[config.mk]
export PLATFORM = sky130hd
export DESIGN_NAME = vga_frame_regs
export DESIGN_NICKNAME = d
export VERILOG_FILES = /design/src/rtl/vga_frame_regs.sv
export SDC_FILE = /design/constraint.sdc
export NUM_CORES = 1
export LEC_CHECK = 0
export BUFFER_PORTS_ARGS = -buffer_cell sky130_fd_sc_hd__clkbuf_2
export CORE_UTILIZATION = 56
export CTS_BUF_LIST = sky130_fd_sc_hd__clkbuf_16
export CTS_CLUSTER_SIZE = 30
export DETAILED_ROUTE_END_ITERATION = 7
export GPL_TIMING_DRIVEN = 0
export PLACE_DENSITY = 0.81
export SLEW_MARGIN = 15
export SYNTH_ARGS = -nofsm -noshare
export SYNTH_HDL_FRONTEND = slang
export SYNTH_SLANG_ARGS = --single-unit
[constraint.sdc]
create_clock -name clk -period 3.2 [get_ports clk]
set_input_delay 0.64 -clock clk [delete_from_list [all_inputs] [get_ports clk]]
set_output_delay 0.64 -clock clk [all_outputs]
set_load 0.05 [all_outputs]
[src/rtl/vga_frame_regs.sv]
// vga_frame_regs: frame-synchronous register bank feeding the vgamult display stage.
// Three shadow registers are written by the MMU and, once a commit is armed, are
// copied to the active outputs together at the next vertical-sync boundary, so the
// display never sees a half-updated set. Runs entirely in the pixel clock domain.
// Optional feature macro: VGA_TEST_PATTERN_EN adds pat_on/pat_cfg and a registered
// walking-byte test pattern that overrides the outputs without touching the commit path.

module vga_frame_regs #(
    parameter int DATA_W           = 32,
    parameter int SYNC_STAGES      = 2,
    parameter bit VSYNC_ACTIVE_LOW = 1'b1,
    parameter int FCNT_W           = 16
) (
    input  logic              clk,
    input  logic              rst,
    input  logic              wr_en,
    input  logic [1:0]        wr_addr,
    input  logic [DATA_W-1:0] wr_data,
    output logic              wr_ready,
    input  logic              vsync,
    output logic [DATA_W-1:0] data_a,
    output logic [DATA_W-1:0] data_b,
    output logic [DATA_W-1:0] data_c,
    output logic              pending,
`ifdef VGA_TEST_PATTERN_EN
    input  logic              pat_on,
    input  logic [5:0]        pat_cfg,
`endif
    output logic [FCNT_W-1:0] frame_cnt
);

    typedef enum logic [1:0] {
        IDLE   = 2'd0,
        ARMED  = 2'd1,
        COMMIT = 2'd2
    } state_t;

    state_t                   state;
    logic [SYNC_STAGES-1:0]   vsync_sync;
    logic                     vsync_prev;
    logic                     vsync_last;
    logic                     boundary;
    logic                     wr_accept;
    logic [DATA_W-1:0]        shadow_a, shadow_b, shadow_c;
    logic [DATA_W-1:0]        active_a, active_b, active_c;

    assign vsync_last = vsync_sync[SYNC_STAGES-1];
    assign boundary   = VSYNC_ACTIVE_LOW ? (vsync_prev & ~vsync_last)
                                         : (~vsync_prev & vsync_last);
    assign wr_accept  = wr_en && (state == IDLE);

    // Resynchronise raw vsync and keep a delayed copy of the last stage for edge detection
    always_ff @(posedge clk) begin
        if (rst) begin
            vsync_sync <= '0;
            vsync_prev <= 1'b0;
        end else begin
            vsync_sync <= {vsync_sync[SYNC_STAGES-2:0], vsync};
            vsync_prev <= vsync_last;
        end
    end

    // Count every frame boundary, wrapping naturally at the counter width
    always_ff @(posedge clk) begin
        if (rst) begin
            frame_cnt <= '0;
        end else if (boundary) begin
            frame_cnt <= frame_cnt + FCNT_W'(1);
        end
    end

    // Shadow registers take MMU writes only while the bank is idle
    always_ff @(posedge clk) begin
        if (rst) begin
            shadow_a <= '0;
            shadow_b <= '0;
            shadow_c <= '0;
        end else if (wr_accept) begin
            case (wr_addr)
                2'd0:    shadow_a <= wr_data;
                2'd1:    shadow_b <= wr_data;
                2'd2:    shadow_c <= wr_data;
                default: ;
            endcase
        end
    end

    // Commit FSM with registered handshake outputs; the active set loads in COMMIT
    always_ff @(posedge clk) begin
        if (rst) begin
            state    <= IDLE;
            pending  <= 1'b0;
            wr_ready <= 1'b1;
            active_a <= '0;
            active_b <= '0;
            active_c <= '0;
        end else begin
            case (state)
                IDLE: begin
                    if (wr_accept && (wr_addr == 2'd3) && wr_data[0]) begin
                        state    <= ARMED;
                        pending  <= 1'b1;
                        wr_ready <= 1'b0;
                    end
                end
                ARMED: begin
                    if (boundary) begin
                        state    <= COMMIT;
                        pending  <= 1'b0;
                        wr_ready <= 1'b0;
                    end
                end
                COMMIT: begin
                    active_a <= shadow_a;
                    active_b <= shadow_b;
                    active_c <= shadow_c;
                    state    <= IDLE;
                    pending  <= 1'b0;
                    wr_ready <= 1'b1;
                end
                default: begin
                    state    <= IDLE;
                    pending  <= 1'b0;
                    wr_ready <= 1'b1;
                end
            endcase
        end
    end

`ifdef VGA_TEST_PATTERN_EN
    logic              pat_q;
    logic [DATA_W-1:0] pat_a, pat_b, pat_c;

    function automatic logic [DATA_W-1:0] walk_byte(input logic [1:0] sel);
        logic [DATA_W-1:0] base;
        base = {{(DATA_W-8){1'b0}}, 8'hFF};
        return base << {sel, 3'b000};
    endfunction

    // Register the test pattern so it appears one cycle after pat_on/pat_cfg
    always_ff @(posedge clk) begin
        if (rst) begin
            pat_q <= 1'b0;
            pat_a <= '0;
            pat_b <= '0;
            pat_c <= '0;
        end else begin
            pat_q <= pat_on;
            pat_a <= walk_byte(pat_cfg[5:4]);
            pat_b <= walk_byte(pat_cfg[3:2]);
            pat_c <= walk_byte(pat_cfg[1:0]);
        end
    end

    assign data_a = pat_q ? pat_a : active_a;
    assign data_b = pat_q ? pat_b : active_b;
    assign data_c = pat_q ? pat_c : active_c;
`else
    assign data_a = active_a;
    assign data_b = active_b;
    assign data_c = active_c;
`endif

endmodule

==> flow_metrics.py, run 1 <==
metrics = {
    "sta": {
        "hold_violations": 0,
        "whs_ns": 0.367,
        "finalCritPeriodShare_pct": 59.3,
        "rsz0062_at_grt": "false",
        "tightest_slew_ns": 0.598,
        "clock.fmax_mhz": 527,
        "period_minus_slack_ns": 1.90,
        "setup_tns_ns": 0,
        "setup_viol_count_final": 0,
        "clock_skew_ns": 0.0112,
        "max_slew_margin_pct": 60.1,
        "drv_slew": 0,
    },
    "finish": {
        "postLayoutCellArea_um2": 9190,
        "layout-drive-gt1-share_pct": 18.0,
        "areaGrowthSynthToFinish_pct": 22.1,
        "fin_nets": 1155,
        "diodes": 0,
    },
    "global_route": {
        "grt_usage_pct": 27.1,
        "overflow": 0,
        "grt_max_degree": 15,
        "grt_first_pass_wirelength_um": 30700,
        "grt_pass1_vias": 6353,
        "antenna_found_initial": 0,
    },
    "cts": {
        "cts_buffers": 22,
        "cts_buffer_depth": 3,
        "clkSinkCount": 215,
        "cts_resized": 0,
        "cts_tree": "yes",
        "cts-root-buf": "clkbuf_16",
        "clk_pin_slew_ns": 0.06,
        "cts_setup_buffers": 0,
        "htree_num_levels": 1,
        "ctsHoldBuffers": 0,
        "insertion_delay_ns": 0.49,
    },
    "synth": {
        "synth_area_um2": 7530,
        "synth_mux_area_share_pct": 0.133,
        "ys_warn_count": 0,
        "synth-compound-area-share_pct": 13.7,
        "synthArstFlopShare_pct": 0,
        "yosys.area_share.adder_pct": 0.166,
        "syn_inst": 942,
        "synth_ff_type": "dfxtp_1",
        "postSynthAreaPerCell_um2": 7.99,
        "ys_seq_elements": 215,
        "synthDistinctLibCells": 34,
        "synth-simple-area-share_pct": 23.9,
        "synthTopCellsByCount": "nand2_1 (389), dfxtp_1 (215), a21oi_1 (199), clkbuf_1 (40), buf_2 (15)",
        "synth_edf_count": 0,
        "yosys.area.top_type": "dfxtp_1",
        "synth-xor-area-share_pct": 1.16,
        "synth.most_common_cell": "nand2_1",
        "synth_top_family_by_area": "simple AND/OR/NAND/NOR gates",
        "seq_area_frac_synth_pct": 57.2,
        "synth_fp_nets": 981,
        "synth_area_leaders": "dfxtp_1 (57%), nand2_1 (19%), a21oi_1 (13%)",
        "synth_top_area_share_pct": 57.2,
    },
    "setup_path": {
        "critical_path_arrival_ns": 1.26,
        "critPathMaxStageDelay_ns": 0.44,
        "slowest_stage": "dfxtp_1",
        "crit_fanout": 6,
        "path_class": "flip-flop to output port",
        "cp_top_family": "flip-flops",
        "crit_buf_inv": 1,
        "crit_chain": "clkbuf_2",
        "setup.worst_path.end_class": "output port",
        "start_kind": "flip-flop",
        "crit_required_ns": 2.56,
    },
    "run_status": {
        "status": "finished, final reports clean",
    },
    "power": {
        "p_seq_share_pct": 50.6,
        "powerDensity_nw_per_um2": 590,
        "swShare_pct": 21.9,
        "pwr-share-comb_pct": 4.0,
        "clock_power_share_pct": 45.5,
        "p_leak_uw": 0.00352,
        "p_int_uw": 4240,
        "p_sw_uw": 1190,
        "peakVddDrop_mv": 0.457,
    },
    "run": {
        "max_cap_viol_count": 0,
    },
    "drt": {
        "drt_first_pass_iters": 5,
        "drtIter0Drc": 536,
        "wirelength_um": 19200,
        "via_per_inst": 5.26,
        "ant_nets": 0,
        "drc_errors": 0,
        "vias": 6861,
        "avgRoutedWirePerCell_um": 14.7,
    },
    "die": {
        "die-area_um2": 13900,
        "io-pin-count": 152,
        "die_h_um": 118,
        "num_rows": 41,
        "core_um2": 12900,
        "chipWidth_um": 118,
        "initial_core_util_pct": 58.5,
    },
    "min_path": {
        "worstHoldPathType": "input pin to flip-flop",
    },
    "placed_design": {
        "gp_congestion": 0.859,
        "hpwl_um": 13800,
        "io_buffers": 150,
        "dpl_cell_area_um2": 8490,
    },
}
kinds of logic after synthesis:
family                     count (synthesis)
buffers and inverters                     70
xor gates and xnor gates                  10
and+or+nand+nor                          440
AOI/OAI and AO/OA                        205
DFF                                      215
adders and majority gates                  1
muxes                                      1
cell usage in the layout (no fill, tap or decap), types with 2 or more instances in the layout:
cell type and instances:
nor4_1 4, a21oi_1 199, clkbuf_16 23, buf_1 12, buf_2 15, nand2b_1 3, nor3_1 3, clkinv_1 6
nand3_1 3, o21ai_0 4, xor2_1 2, clkbuf_1 40, nor2_1 11, inv_1 6, nor2b_1 7, nand4_1 3
dfxtp_1 215, bufinv_16 2, clkinv_2 6, xnor2_1 8, nand2_1 389, or3_1 5, clkbuf_2 150
area by class of cell:
type	instances	area [µm²]
clock inverters	17	124
inverters	3	11.3
well taps	172	215
clock buffers	23	576
plain buffers	67	270
fillers	1081	3680
flip-flops and latches	215	4300
multi-input cells	657	2940
repair buffers	150	751
layer usage:
layer | vias to the layer above | share of wire, % | GRT usage, %
li1 | 3391 | - | -
met1 | 3132 | 43 | 35.3
met2 | 283 | 46 | 45.3
met3 | 55 | 7.5 | 4.51
met4 | 0 | 3.6 | 9.46
met5 | - | 0 | 0
final timing paths:
kind / cells after the start / start / slack (ns) / endpoint
setup / recovery: 1 / frame_cnt[8] / 1.30 / frame_cnt[8]
hold / removal: 2 / vsync / 0.37 / vsync_sync[0]
setup reg to reg: 6 / state[1] / 1.33 / data_a[8]
hold reg to reg: 2 / shadow_b[16] / 0.45 / data_b[16]
sequential cells by signal, indices dropped and copies added, names as in the netlist:
name and flops:
data_a 32, state 2, pending 1, shadow_b 32, wr_ready 1, shadow_c 32
vsync_sync 2, vsync_prev 1, shadow_a 32, frame_cnt 16, data_b 32, data_c 32
stage by stage:
| stage | instances | setup slack, ns | utilization (%) | power (µW) |
|---|---|---|---|---|
| final | 1304 | 1.30 | 71.4 | 5420 |
| after global routing | 1304 | 1.25 | 71.4 | 5580 |
| after CTS | 1304 | 1.29 | 71.4 | 5440 |
| after detailed placement | 1264 | 1.06 | 66.0 | 3010 |
| after global placement | 1264 | 1.08 | 66.0 | 3010 |
| after floorplan | 942 | 1.24 | - | 2920 |
power groups by stage:
stage	Sequential [µW]	Clock, µW	Combinational (µW)
after floorplan	2800	0	117
after global placement	2800	0	207
after detailed placement	2800	0	210
after CTS	2740	2480	212
after global routing	2750	2590	235
final	2740	2470	215
No activity file was read; power rests on OpenSTA's default activity.
==> run 2: changes to the inputs <==
--- a/config.mk
+++ b/config.mk
@@ -6,12 +6,12 @@
 export NUM_CORES = 1
 export LEC_CHECK = 0
 export BUFFER_PORTS_ARGS = -buffer_cell sky130_fd_sc_hd__clkbuf_2
-export CORE_UTILIZATION = 56
+export CORE_UTILIZATION = 54
 export CTS_BUF_LIST = sky130_fd_sc_hd__clkbuf_16
 export CTS_CLUSTER_SIZE = 30
 export DETAILED_ROUTE_END_ITERATION = 7
 export GPL_TIMING_DRIVEN = 0
-export PLACE_DENSITY = 0.81
+export PLACE_DENSITY = 0.79
 export SLEW_MARGIN = 15
 export SYNTH_ARGS = -nofsm -noshare
 export SYNTH_HDL_FRONTEND = slang
==> constraint.sdc (replaced) <==
create_clock -name clk -period 2 [get_ports clk]
set_input_delay 0.4 -clock clk [delete_from_list [all_inputs] [get_ports clk]]
set_output_delay 0.4 -clock clk [all_outputs]
set_load 0.05 [all_outputs]
==> flow_metrics.py, run 2 (synthesis results as in run 1) <==
metrics = {
    "run_status": {
        "status": "finished, final reports clean",
    },
    "drt": {
        "avgRoutedWirePerCell_um": 14.8,
        "wirelength_um": 19300,
        "vias": 6867,
        "drtIter0Drc": 496,
        "drc_errors": 0,
        "ant_nets": 0,
        "drt_first_pass_iters": 5,
        "via_per_inst": 5.26,
    },
    "sta": {
        "clock.fmax_mhz": 544,
        "max_slew_margin_pct": 60.4,
        "hold_violations": 0,
        "finalCritPeriodShare_pct": 91.9,
        "clock_skew_ns": 0.0103,
        "rsz0062_at_grt": "false",
        "setup_viol_count_final": 0,
        "setup_tns_ns": 0,
        "tightest_slew_ns": 0.594,
        "drv_slew": 0,
        "period_minus_slack_ns": 1.84,
    },
    "finish": {
        "final_common_cell": "nand2_1",
        "diodes": 0,
        "layout-drive-gt1-share_pct": 18.1,
        "layout_common_cells": "nand2_1 (389), dfxtp_1 (215), a21oi_1 (199)",
        "fin_nets": 1155,
        "areaGrowthSynthToFinish_pct": 21.4,
        "final_cells": 1305,
        "nFillCells": 1170,
    },
    "global_route": {
        "use_met2_pct": 45.2,
        "grt.met1_usage_pct": 34.1,
        "grt_max_degree": 15,
        "grt_first_pass_wirelength_um": 30700,
        "grt_usage_pct": 26.7,
        "top_usage_layer": "met2",
        "antenna_found_initial": 0,
        "overflow": 0,
        "grt_util_met3_pct": 5.09,
        "grt_pass1_vias": 6388,
    },
    "cts": {
        "ctsHoldBuffers": 0,
        "cts_resized": 0,
        "cts_setup_buffers": 0,
        "cts_buffers": 22,
        "cts-root-buf": "clkbuf_16",
        "insertion_delay_ns": 0.49,
        "clk_pin_slew_ns": 0.06,
        "htree_num_levels": 1,
        "cts_tree": "yes",
        "cts_buffer_depth": 3,
        "clkSinkCount": 215,
    },
    "die": {
        "initial_core_util_pct": 56.2,
        "chipWidth_um": 120,
        "die_h_um": 120,
        "io-pin-count": 152,
        "die-area_um2": 14400,
        "core_um2": 13400,
        "num_rows": 42,
    },
    "power": {
        "p_int_uw": 6510,
        "swShare_pct": 22.3,
        "p_leak_uw": 0.00349,
        "p_seq_share_pct": 52.4,
        "clock_power_share_pct": 43.6,
        "peakVddDrop_mv": 0.618,
        "powerDensity_nw_per_um2": 918,
        "pwr-share-comb_pct": 4.1,
        "p_sw_uw": 1870,
    },
    "placed_design": {
        "io_buffers": 150,
        "dp_cells": 1268,
        "gp_congestion": 0.865,
        "hpwl_um": 14000,
    },
    "setup_path": {
        "path_class": "flip-flop to flip-flop",
        "cp_top_family": "buffers and inverters",
        "critPathMaxStageDelay_ns": 0.48,
        "path_common_cell": "buf_2",
        "crit_required_ns": 2.41,
        "crit_fanout": 10,
        "start_kind": "flip-flop",
        "critical_path_arrival_ns": 2.25,
        "setup.worst_path.end_class": "flip-flop",
        "crit_buf_inv": 3,
        "crit_chain": "nor2b_1 -> buf_2 -> buf_2 -> buf_1 -> nand2_1 -> a21oi_1",
        "slowest_stage": "dfxtp_1",
    },
    "min_path": {
        "worstHoldPathType": "input pin to flip-flop",
    },
    "run": {
        "max_cap_viol_count": 0,
    },
}
[run 2: changes by cell type in the layout (fill, tap and decap cells not counted)]
cell,delta
clkbuf_2,+1
buf_1,-1
clkinv_1,-1
inv_1,-1
clkinv_2,+1
bufinv_16,-2
[run 2: path summary, 6_finish.rpt]
path | startpoint | to | slack, ns | cells after the start
max | state[1] | data_a[20] | 0.16 | 6
min | vsync | vsync_sync[0] | 0.13 | 2
max reg2reg | state[1] | data_a[20] | 0.16 | 6
min reg2reg | vsync_sync[0] | vsync_sync[1] | 0.45 | 1
[run 2: power groups by stage]
| stage | sequential [µW] | combinational [µW] | clock [µW] |
|---|---|---|---|
| floorplan | 4480 | 187 | 0 |
| global placement | 4480 | 330 | 0 |
| detailed placement | 4480 | 335 | 0 |
| CTS | 4390 | 339 | 3690 |
| global route | 4400 | 376 | 3850 |
| finish | 4390 | 342 | 3650 |
[run 2: final cells by class]
cell class / instances / area, µm² / area share (%)
flip-flops and latches: 215 / 4300 / 47.1
multi-input cells: 657 / 2940 / 32.2
repair buffers: 150 / 751 / 8.22
clock buffers: 23 / 576 / 6.30
plain buffers: 67 / 272 / 2.97
well taps: 176 / 220 / 2.41
clock inverters: 14 / 61.3 / 0.671
inverters: 3 / 11.3 / 0.123
[run 2: through the flow]
stage	power (µW)	util, %	cell area [µm²]	hold slack, ns	worst slack, ns
after floorplan	4670	-	7530	0.414	0.0370
after global placement	4810	63.4	8500	0.418	0.110
after detailed placement	4820	63.4	8500	0.443	0.0651
after CTS	8420	68.2	9140	0.130	0.216
after global routing	8630	68.2	9140	0.147	0.0119
final	8390	68.2	9140	0.127	0.162
[run 2: per-layer routing]
| layer | vias to the layer above | wire [µm] |
|---|---|---|
| met5 | - | 0 |
| li1 | 3404 | - |
| met3 | 40 | 1400 |
| met4 | 0 | 502 |
| met2 | 241 | 9130 |
| met1 | 3182 | 8260 |
